[src/rtl/range_session_ctrl.sv]
// range_session_ctrl
//
// Purpose: shares one range-measurement datapath between two requesters.
// Picks one requester with round-robin arbitration and forwards its samples
// to the datapath. The first sample is marked with rf_go and the final one
// with rf_finish. The controller then waits a fixed number of cycles and
// captures the datapath result, tagged with the owner and with error status.
//
// Ports:
//   clock                   rising-edge clock
//   reset                   asynchronous, active-low reset
//   req0/req1               requester wants a session
//   data0/data1             requester sample (WIDTH bits)
//   valid0/valid1           sample valid
//   last0/last1             sample is the final one of the burst
//   ready0/ready1           controller accepts the sample this cycle
//   grant0/grant1           requester owns the datapath
//   rf_data_in              registered sample sent to the datapath
//   rf_go/rf_finish         registered session start / end strobes
//   rf_range/rf_error       datapath result and protocol error
//   result/result_id        captured range and its owner
//   result_valid            one-cycle capture strobe
//   result_err              datapath error or length overflow for the session
//   count                   samples accepted in the captured session

module range_session_ctrl #(
  parameter int WIDTH      = 16,
  parameter int RESULT_LAT = 1,
  parameter int MAX_LEN    = 255
) (
  input  logic             clock,
  input  logic             reset,
  input  logic             req0,
  input  logic             req1,
  input  logic [WIDTH-1:0] data0,
  input  logic [WIDTH-1:0] data1,
  input  logic             valid0,
  input  logic             valid1,
  input  logic             last0,
  input  logic             last1,
  output logic             ready0,
  output logic             ready1,
  output logic             grant0,
  output logic             grant1,
  output logic [WIDTH-1:0] rf_data_in,
  output logic             rf_go,
  output logic             rf_finish,
  input  logic [WIDTH-1:0] rf_range,
  input  logic             rf_error,
  output logic [WIDTH-1:0] result,
  output logic             result_valid,
  output logic             result_id,
  output logic             result_err,
  output logic [7:0]       count
);

  typedef enum logic [1:0] {
    IDLE,
    FIRST,
    STREAM,
    WAIT
  } state_t;

  localparam logic [7:0] max_cnt = 8'(MAX_LEN);
  localparam logic [7:0] lat_cnt = 8'(RESULT_LAT);

  state_t           state;
  state_t           state_next;
  logic             owner;
  logic             ptr;
  logic [7:0]       sample_cnt;
  logic [7:0]       wait_cnt;
  logic             overflow;

  logic             sel_valid;
  logic             sel_last;
  logic [WIDTH-1:0] sel_data;
  logic             active;
  logic             handshake;
  logic [7:0]       cnt_inc;
  logic             end_by_last;
  logic             end_by_max;
  logic             start;
  logic             winner;
  logic             capture;

  // Only the owner's inputs are visible to the session logic, so the other
  // requester's valid/last are ignored.
  assign sel_valid = owner ? valid1 : valid0;
  assign sel_last  = owner ? last1  : last0;
  assign sel_data  = owner ? data1  : data0;

  assign active    = (state == FIRST) || (state == STREAM);
  assign handshake = active && sel_valid;
  assign cnt_inc   = sample_cnt + 8'd1;

  assign end_by_last = handshake && sel_last;
  assign end_by_max  = handshake && !sel_last && (cnt_inc == max_cnt);

  // When both requesters ask, the pointer decides. Otherwise the single
  // requester wins.
  assign start  = (state == IDLE) && (req0 || req1);
  assign winner = (req0 && req1) ? ptr : req1;

  // wait_cnt is 0 in the cycle rf_finish is high. The result is therefore
  // taken at the end of the RESULT_LAT-th cycle after it.
  assign capture = (state == WAIT) && (wait_cnt == lat_cnt);

  assign grant0 = (state != IDLE) && !owner;
  assign grant1 = (state != IDLE) && owner;
  assign ready0 = active && !owner;
  assign ready1 = active && owner;

  // State register.
  always_ff @(posedge clock or negedge reset) begin
    if (!reset) begin
      state <= IDLE;
    end else begin
      state <= state_next;
    end
  end

  // Next-state logic. A session leaves the sample phase only on last or on
  // reaching the length limit. Dropping req mid-session has no effect.
  always_comb begin
    state_next = state;
    case (state)
      IDLE: begin
        if (req0 || req1) begin
          state_next = FIRST;
        end
      end
      FIRST: begin
        if (end_by_last || end_by_max) begin
          state_next = WAIT;
        end else if (handshake) begin
          state_next = STREAM;
        end
      end
      STREAM: begin
        if (end_by_last || end_by_max) begin
          state_next = WAIT;
        end
      end
      WAIT: begin
        if (capture) begin
          state_next = IDLE;
        end
      end
      default: state_next = IDLE;
    endcase
  end

  // Session datapath. This covers ownership, the sample counter, the
  // registered datapath strobes, the result wait timer and result capture.
  always_ff @(posedge clock or negedge reset) begin
    if (!reset) begin
      owner        <= 1'b0;
      ptr          <= 1'b0;
      sample_cnt   <= 8'd0;
      wait_cnt     <= 8'd0;
      overflow     <= 1'b0;
      rf_data_in   <= '0;
      rf_go        <= 1'b0;
      rf_finish    <= 1'b0;
      result       <= '0;
      result_valid <= 1'b0;
      result_id    <= 1'b0;
      result_err   <= 1'b0;
      count        <= 8'd0;
    end else begin
      rf_go        <= 1'b0;
      rf_finish    <= 1'b0;
      result_valid <= 1'b0;

      if (start) begin
        owner      <= winner;
        sample_cnt <= 8'd0;
        overflow   <= 1'b0;
      end

      if (handshake) begin
        rf_data_in <= sel_data;
        rf_go      <= (state == FIRST);
        sample_cnt <= cnt_inc;
        if (end_by_last || end_by_max) begin
          rf_finish <= 1'b1;
          overflow  <= end_by_max;
        end
      end

      if (state == WAIT) begin
        wait_cnt <= wait_cnt + 8'd1;
      end else begin
        wait_cnt <= 8'd0;
      end

      // After capture, the pointer moves to the requester that did not win.
      if (capture) begin
        result       <= rf_range;
        result_err   <= rf_error || overflow;
        count        <= sample_cnt;
        result_id    <= owner;
        result_valid <= 1'b1;
        ptr          <= ~owner;
      end
    end
  end

endmodule

[config.mk]
export PLATFORM = sky130hd
export DESIGN_NAME = range_session_ctrl
export DESIGN_NICKNAME = d
export VERILOG_FILES = /design/src/rtl/range_session_ctrl.sv
export SDC_FILE = /design/constraint.sdc
export NUM_CORES = 1
export LEC_CHECK = 0
export CELL_PAD_IN_SITES_DETAIL_PLACEMENT = 1
export CELL_PAD_IN_SITES_GLOBAL_PLACEMENT = 2
export CORE_MARGIN = 2
export CORE_UTILIZATION = 27
export CTS_CLUSTER_SIZE = 40
export DETAILED_ROUTE_END_ITERATION = 6
export GPL_TIMING_DRIVEN = 0
export PLACE_DENSITY = 0.78
export SYNTH_ARGS = -nofsm -noshare
export SYNTH_HDL_FRONTEND = slang
export SYNTH_SLANG_ARGS = --single-unit
[constraint.sdc]
create_clock -name clock -period 2.2 [get_ports clock]
set_input_delay 0.22 -clock clock [delete_from_list [all_inputs] [get_ports clock]]
set_output_delay 0.22 -clock clock [all_outputs]
set_load 0.005 [all_outputs]
Yosys cells after proc, flatten, opt, wreduce, memory -nomap -nowiden
Index checks and enable logic that the tools add are counted.
Operators by class
  $add $sub $neg: 2
  muxes and demuxes: 20
  bitwise logic cells: 1
  eq/ne operators: 9
  reduce and logical (&&, ||, !) cells: 21
Operator list (number)
  2-to-1 mux 8 bit: 3
  adder 8 x 1 -> 8 bit, second input constant: 2
  2-to-1 mux 16 bit: 1
  logical AND 1 bit: 11
  2-to-1 mux 1 bit: 10
  2-to-1 mux 2 bit: 5
  equality test 8 x 1 -> 1 bit, second input constant: 1
  equality test 8 bit, second input constant: 1
  one-hot mux 2 bit (4 select lines): 1
  equality test 2 bit, second input constant: 2
  logical OR 1 bit: 4
  != test 2 x 1 -> 1 bit, second input constant: 2
  AND reduction 4 bit: 1
  nonzero test 2 bit: 2
  != test 3 x 2 -> 1 bit, second input constant: 1
  equality test 2 x 1 -> 1 bit, second input constant: 1
  logical NOT 1 bit: 2
  logical NOT 2 bit: 1
  != test 2 bit, second input constant: 1
  NOT 1 bit: 1
Storage, ports and cells
  output and inout port bits: 49
  register bits after elaboration: 66
  word-level logic and storage cells: 67
  input port bits: 57

Longest topological paths before layout
Gate-level depths: netlist of the first run.
  depth after elaboration: 8
  mapped depth: 8
  depth with buffers taken out: 7

Least setup slack after synthesis of the first run
Ideal clock, no wire load.
  path type: register to register
  start: reg state[0]
  end: reg state[0]
  path buffers: 1
  path slack: 0.441 ns
  data required time: 2.079 ns
  period minus slack after synthesis: 1.759 ns
  setup time: 0.121 ns
  arrival: 1.637 ns
  cell stages (with the launch flop): 9
  cell sequence: dfrtp_1 > inv_1 > ha_1 > inv_1 > nor2_1 > buf_2 > o2111ai_1 > a21o_1 > o22a_1
Between the ends
  longest elaborated chain between the ends: 8
  elaborated cells on any way between the ends: 18
  those cells by class: eq/ne: 7; mux: 2; reduce/logical: 9
Ends and longest elaborated chain
  from (decl): line 67  | state_t state;
  from (signal assigned): line 119  | state <= state_next;
  equality test 2 x 1 -> 1 bit / equality test 2 bit (equally long branches): line 93, 127
  logical OR 1 bit: line 93  | assign active = (state == FIRST) || (state == STREAM);
  logical AND 1 bit: line 94  | assign handshake = active && sel_valid;
  logical AND 1 bit (2 in a row): line 98  | assign end_by_max = handshake && !sel_last && (cnt_inc == max_cnt);
  logical OR 1 bit: line 134, 141
  != test 3 x 2 -> 1 bit (no line), or another cell as far along
  AND reduction 4 bit (no line) / one-hot mux 2 bit (4 select lines) (equally long branches)
Several ways; a longest one is shown, not always the timed one.
A chain may end at the register's enable or synchronous reset.

Worst setup path in the final report of the first run
  start: reg state[0]
  end: out ready0
Between the ends
  longest elaborated chain between the ends: 3
  elaborated cells on any way between the ends: 4
  those cells by class: eq/ne: 2; reduce/logical: 2
Ends and longest elaborated chain
  equality test 2 x 1 -> 1 bit / equality test 2 bit (equally long branches): line 93
  logical OR 1 bit (*): line 93
  logical AND 1 bit (*): line 111  | assign ready0 = active && !owner;
  to (decl): line 41  | output logic ready0,
Mark *: on every way between the ends. The rest lies on a longest branch, timed or not.

==> results.sh, run 1 <==
export IMPL_outcome="complete, but fails checks"
export IMPL_violations="negative hold slack"
export IMPL_diodes=0
export IMPL_final_hold_viol_count=7
export IMPL_relSlewSlack=0.424
export IMPL_wl_per_cell_um=14.8
export IMPL_min_period_ns=2.06
export IMPL_routed_wl_um=8330
export IMPL_drt_pass1_iter_count=4
export IMPL_maxCapViolations=0
export IMPL_ant_nets=0
export IMPL_cts_path_max_buffers=2
export IMPL_period_share=0.935
export IMPL_grt_pass1_vias=2694
export IMPL_crit_fanout=4
export IMPL_grt_pass1_wl_um=13500
export IMPL_fin_skew_ns=0.00826
export IMPL_muxShareOfSynthArea=0.0899
export IMPL_cts_sinks=66
export IMPL_fin_ws_ns=0.143
export IMPL_fmax_mhz=486
export IMPL_rrSetupSlack_ns=0.18
export IMPL_cts_root_buf="clkbuf_8"
export IMPL_mappedNetlistArea_um2=3010
export IMPL_critical_path_required_ns=1.98
export IMPL_clock_latency_ns=0.35
export IMPL_htreeDepth=3
export IMPL_yosys_most_used_dff="dfrtp_1"
export IMPL_synth_edf_count=0
export IMPL_antenna_found_initial=0
export IMPL_drc_errors=0
export IMPL_critPathCaptureType="primary output"
export IMPL_synth_nets=366
export IMPL_cp_data_arrival_time_ns=1.84
export IMPL_via_per_inst=4.57
export IMPL_coreArea_um2=10800
export IMPL_grtUsageMet1=0.172
export IMPL_cp_start_kind="flip-flop"
export IMPL_tritoncts="built"
export IMPL_cp_startpoint="state[0]$_DFFE_PN0P_"
export IMPL_seq_area_frac_synth=0.549
export IMPL_grt_busiest_layer="met2"
export IMPL_synth_warnings=0
export IMPL_vias=2571
export IMPL_ir_drop_mv=0.464
export IMPL_fin_hold_ws_ns=-0.0146
export IMPL_met2_usage=0.240
export IMPL_synth_top_family_by_area="simple AND/OR/NAND/NOR gates"
export IMPL_drtIter0Drc=43
export IMPL_grt_total_usage=0.147
export IMPL_syn_inst=301
export IMPL_tightest_slew_ns=0.864
export IMPL_powerDensity_nw_per_um2=1290
export IMPL_yosys_register_bits=66
export IMPL_synthXorXnorAreaFrac=0.0233
export IMPL_reg2reg_depth=6
export IMPL_numCtsBuffers=9
export IMPL_grt_overflow=0
export IMPL_r2r_end="state[0]$_DFFE_PN0P_"
export IMPL_grt_met3_usage=0.0599
export IMPL_hp_class="in -> async"
export IMPL_finalSetupViolations=0
export IMPL_layout_nets=482
export IMPL_drive_gt1_frac=0.0829
export IMPL_dpl_hpwl_um=6160
export IMPL_n_fill_cell=1263
export IMPL_place_area_um2=4230
export IMPL_synth_compound_area_frac=0.0982
export IMPL_rsz0062_at_grt="false"
export IMPL_syn_avg_cell_area_um2=9.99
export IMPL_crit_type="reg -> out"
export IMPL_synth_cell_types=38
export IMPL_row_count=38
export IMPL_grt_start_max_net_pins=67
export IMPL_clk_pin_slew_ns=0.07
export IMPL_gp_congestion=0.717
export IMPL_synth_adder_area_share=0.0333
export IMPL_post_place_ws_ns=0.126
export IMPL_cellLeakagePower_nw=2.04
export IMPL_rr_startpoint="sample_cnt[1]$_DFFE_PN0P_"
export IMPL_async_flop_share=1.00
export IMPL_slew_viol_final=0
export IMPL_ioPinCount=106
export IMPL_yosys_area_share_simple=0.176
export IMPL_areaGrowthSynthToFinish_pct=49.8
export IMPL_die_area_um2=12000
export IMPL_die_y_um=110
export IMPL_start_util=0.277
export IMPL_port_buffers=105
export IMPL_design_area_um2=4500
export IMPL_die_w_um=110
layout by cell type, fill, tap and decap left out, drive strengths merged, types with 4 or more instances in the layout:
| cell type | count |
|---|---|
| dfrtp | 66 |
| o21ai | 33 |
| nand2 | 82 |
| clkdlybuf4s50 | 104 |
| clkinv | 4 |
| buf | 7 |
| clkbuf | 16 |
| and2 | 9 |
| inv | 7 |
| ha | 8 |
| mux2 | 8 |
| nor2 | 9 |
| mux2i | 18 |
| and3 | 4 |
| nand3 | 9 |
| xnor2 | 6 |
state kept, by name (all words and copies together) (netlist names):
name          count
result           16
rf_data_in       16
count             8
sample_cnt        8
wait_cnt          8
state             2
overflow          1
owner             1
ptr               1
result_err        1
result_id         1
result_valid      1
rf_finish         1
rf_go             1
layer usage:
| layer | vias up | part of all wire |
|---|---|---|
| met2 | 93 | 0.45 |
| met5 | - | 0 |
| met4 | 0 | 0.018 |
| met3 | 13 | 0.10 |
| li1 | 1244 | - |
| met1 | 1221 | 0.43 |
area by class of cell:
type                    count  area (um2)  share of cell area
inverters                   7        26.3             0.00583
repair buffers            106        1060               0.234
flip-flops and latches     66        1650               0.367
multi-input cells         215        1280               0.285
well taps                 140         175              0.0389
clock inverters             7         125              0.0278
plain buffers              12        61.3              0.0136
clock buffers               9         124              0.0275
critical path, stage by stage (launching register included):
cell,delay [ns]
dfrtp_1,0.40
inv_1,0.12
ha_4,0.29
inv_1,0.07
nor2_1,0.11
clkdlybuf4s50_1,0.51
where the power goes:
| group | internal [mW] | switching, mW | total, mW |
|---|---|---|---|
| combinational | 1.39 | 1.22 | 2.61 |
| sequential | 1.66 | 0.264 | 1.92 |
| clock | 0.762 | 0.504 | 1.27 |
repair_timing:
action,CTS,global route
endpoints found under the setup margin,2,13
cloned,0,0
buffers inserted,0,1
hold endpoints to repair,0,0
hold buffers,0,0
pin swaps,0,1
resized for setup,0,4
cells in the mapped netlist (all sizes together) (2+ instances only):
cell type	n	area share
dfrtp	66	0.55
xnor2	6	0.017
nor2b	3	0.0062
nor3	3	0.0050
mux2	8	0.030
ha	8	0.033
and2	9	0.019
a21oi	2	0.0033
nand2	82	0.10
buf	5	0.011
nor2	9	0.011
a31oi	2	0.0042
xor2	2	0.0058
o31ai	2	0.0050
mux2i	18	0.060
and3	4	0.0083
nand3	9	0.015
clkbuf	8	0.010
inv	6	0.0075
o21ai	33	0.055
through the flow:
stage                     std cells  total power, mW  utilization  TNS, ns  hold slack, ns
after floorplan                 301             3.17            -        0         -0.0756
after global placement          546             4.49        0.391   -95.40           0.460
after detailed placement        546             4.57        0.390        0           0.396
after CTS                       561             5.86        0.413        0         0.00998
after global routing            562             6.31        0.416        0          0.0453
final                           562             5.80        0.416        0         -0.0146
logic make-up after synthesis:
group	count (synthesis)
flops	66
xor+xnor	8
mux	26
compound gates	50
simple gates	123
buf+inv	20
fa+ha+maj	8
how the worst max path moves through the flow:
stage	depth (start not counted)	end	slack, ns
global route	5	ready0	0.02
CTS	5	ready0	0.07
finish	5	ready0	0.14
global placement	1	rf_data_in[0]$_DFFE_PN0P_	-1.45
floorplan	8	state[0]$_DFFE_PN0P_	0.44
detailed placement	8	result[15]$_DFFE_PN0P_	0.13
Note: power is estimated with default switching activity, not from simulation.
==> run 2: changes to the inputs <==
--- a/config.mk
+++ b/config.mk
@@ -12,7 +12,9 @@
 export CTS_CLUSTER_SIZE = 40
 export DETAILED_ROUTE_END_ITERATION = 6
 export GPL_TIMING_DRIVEN = 0
+export MAX_ROUTING_LAYER = met4
 export PLACE_DENSITY = 0.78
+export SLEW_MARGIN = 25
 export SYNTH_ARGS = -nofsm -noshare
 export SYNTH_HDL_FRONTEND = slang
 export SYNTH_SLANG_ARGS = --single-unit
==> results.sh, run 2 (synthesis gave the netlist of run 1 again) <==
export IMPL_outcome="completed"
export IMPL_fin_skew_ns=0.0132
export IMPL_drtIter0Drc=97
export IMPL_rsz0062_at_grt="false"
export IMPL_vias=2575
export IMPL_die_y_um=110
export IMPL_cp_start_kind="flip-flop"
export IMPL_fmax_mhz=482
export IMPL_slew_viol_final=0
export IMPL_die_area_um2=12000
export IMPL_port_buffers=105
export IMPL_reg_largest_list="result (16), rf_data_in (16)"
export IMPL_wl_per_cell_um=14.8
export IMPL_grt_pass1_vias=2721
export IMPL_mostFrequentLayoutCells="104 x clkdlybuf4s50_1, 82 x nand2_1, 66 x dfrtp_1"
export IMPL_coreArea_um2=10800
export IMPL_antenna_found_initial=0
export IMPL_finalSetupViolations=0
export IMPL_maxCapViolations=0
export IMPL_drive_gt1_frac=0.0847
export IMPL_diodes=0
export IMPL_drt_pass1_iter_count=4
export IMPL_grt_start_max_net_pins=35
export IMPL_crit_type="reg -> out"
export IMPL_cp_data_arrival_time_ns=1.86
export IMPL_clock_latency_ns=0.35
export IMPL_start_util=0.277
export IMPL_gp_congestion=0.725
export IMPL_clk_pin_slew_ns=0.09
export IMPL_setup_tns_ns=0
export IMPL_areaGrowthSynthToFinish_pct=50.0
export IMPL_cts_path_max_buffers=2
export IMPL_critical_path_required_ns=1.98
export IMPL_cellLeakagePower_nw=2.04
export IMPL_cts_sinks=66
export IMPL_place_area_um2=4250
export IMPL_layout_nets=485
export IMPL_min_period_ns=2.08
export IMPL_drc_errors=0
export IMPL_tightest_slew_ns=0.659
export IMPL_ir_drop_mv=0.449
export IMPL_die_w_um=110
export IMPL_n_fill_cell=1272
export IMPL_via_per_inst=4.56
export IMPL_dpl_hpwl_um=6240
export IMPL_final_hold_viol_count=0
export IMPL_crit_fanout=4
export IMPL_htreeDepth=3
export IMPL_routed_wl_um=8360
export IMPL_grt_overflow=0
export IMPL_cts_root_buf="clkbuf_8"
export IMPL_ioPinCount=106
export IMPL_tritoncts="built"
export IMPL_ant_nets=0
export IMPL_period_share=0.944
export IMPL_row_count=38
export IMPL_layout_commonest_cell="clkdlybuf4s50_1"
export IMPL_critPathCaptureType="primary output"
export IMPL_numCtsBuffers=9
export IMPL_grt_pass1_wl_um=13600
export IMPL_relSlewSlack=0.561
export IMPL_powerDensity_nw_per_um2=1270
export IMPL_grt_total_usage=0.152
export IMPL_fin_hold_ws_ns=0.379
export IMPL_design_area_um2=4510
export IMPL_hp_class="in -> async"
==> run 2: layout make-up <==
type	count	area, um2	share of cell area
sequential	66	1650	0.366
tap	140	175	0.0388
inverter	7	26.3	0.00582
buffer	13	65.1	0.0144
multi-input combinational	215	1280	0.285
clock buffer	9	124	0.0274
timing repair buffer	108	1090	0.241
clock inverter	7	100	0.0222
==> run 2: worst paths after layout <==
check	slack [ns]	to	startpoint	cells past startpoint
min in group clock	0.40	result[11]$_DFFE_PN0P_	rf_range[11]	3
max in group asynchronous	1.29	result[9]$_DFFE_PN0P_	reset	3
setup / recovery	0.12	ready0	state[0]$_DFFE_PN0P_	5
hold reg to reg	0.48	rf_data_in[4]$_DFFE_PN0P_	rf_data_in[4]$_DFFE_PN0P_	2
setup reg to reg	0.23	state[0]$_DFFE_PN0P_	state[0]$_DFFE_PN0P_	8
hold / removal	0.38	state[1]$_DFFE_PN0P_	reset	2
==> run 2: metal layers <==
layer,vias up,share of wire,track usage
met5,-,0,-
met1,1226,0.45,0.184
met3,8,0.090,0.0528
met4,0,0.0096,0.0407
met2,92,0.45,0.243
li1,1249,-,-
==> run 2: critical path, stage by stage, from the launching register on <==
cell	delay, ns
dfrtp_1	0.40
inv_1	0.12
ha_4	0.29
inv_1	0.07
nor2_1	0.11
clkdlybuf4s50_1	0.52
==> run 2: where the power goes <==
| part | internal [mW] | switching (mW) | total, mW |
|---|---|---|---|
| sequential | 1.66 | 0.263 | 1.92 |
| combinational | 1.40 | 1.24 | 2.64 |
| clock | 0.648 | 0.518 | 1.17 |
| total | 3.70 | 2.02 | 5.72 |
==> run 2: repair_timing <==
item | in CTS | in global routing
buffers inserted | 0 | 1
endpoints found under the setup margin | 0 | 14
hold endpoints to repair | 32 | 0
hold buffers | 1 | 0
gates resized for setup | 0 | 4
==> run 2: per-stage QoR <==
stage | util | worst slack (ns) | cells | power, mW
CTS | 0.414 | 0.00670 | 564 | 5.76
global placement | 0.391 | -1.45 | 546 | 4.49
finish | 0.416 | 0.123 | 565 | 5.72
global route | 0.416 | 0.0228 | 565 | 6.18
floorplan | - | 0.441 | 301 | 3.17
detailed placement | 0.392 | 0.107 | 547 | 4.57
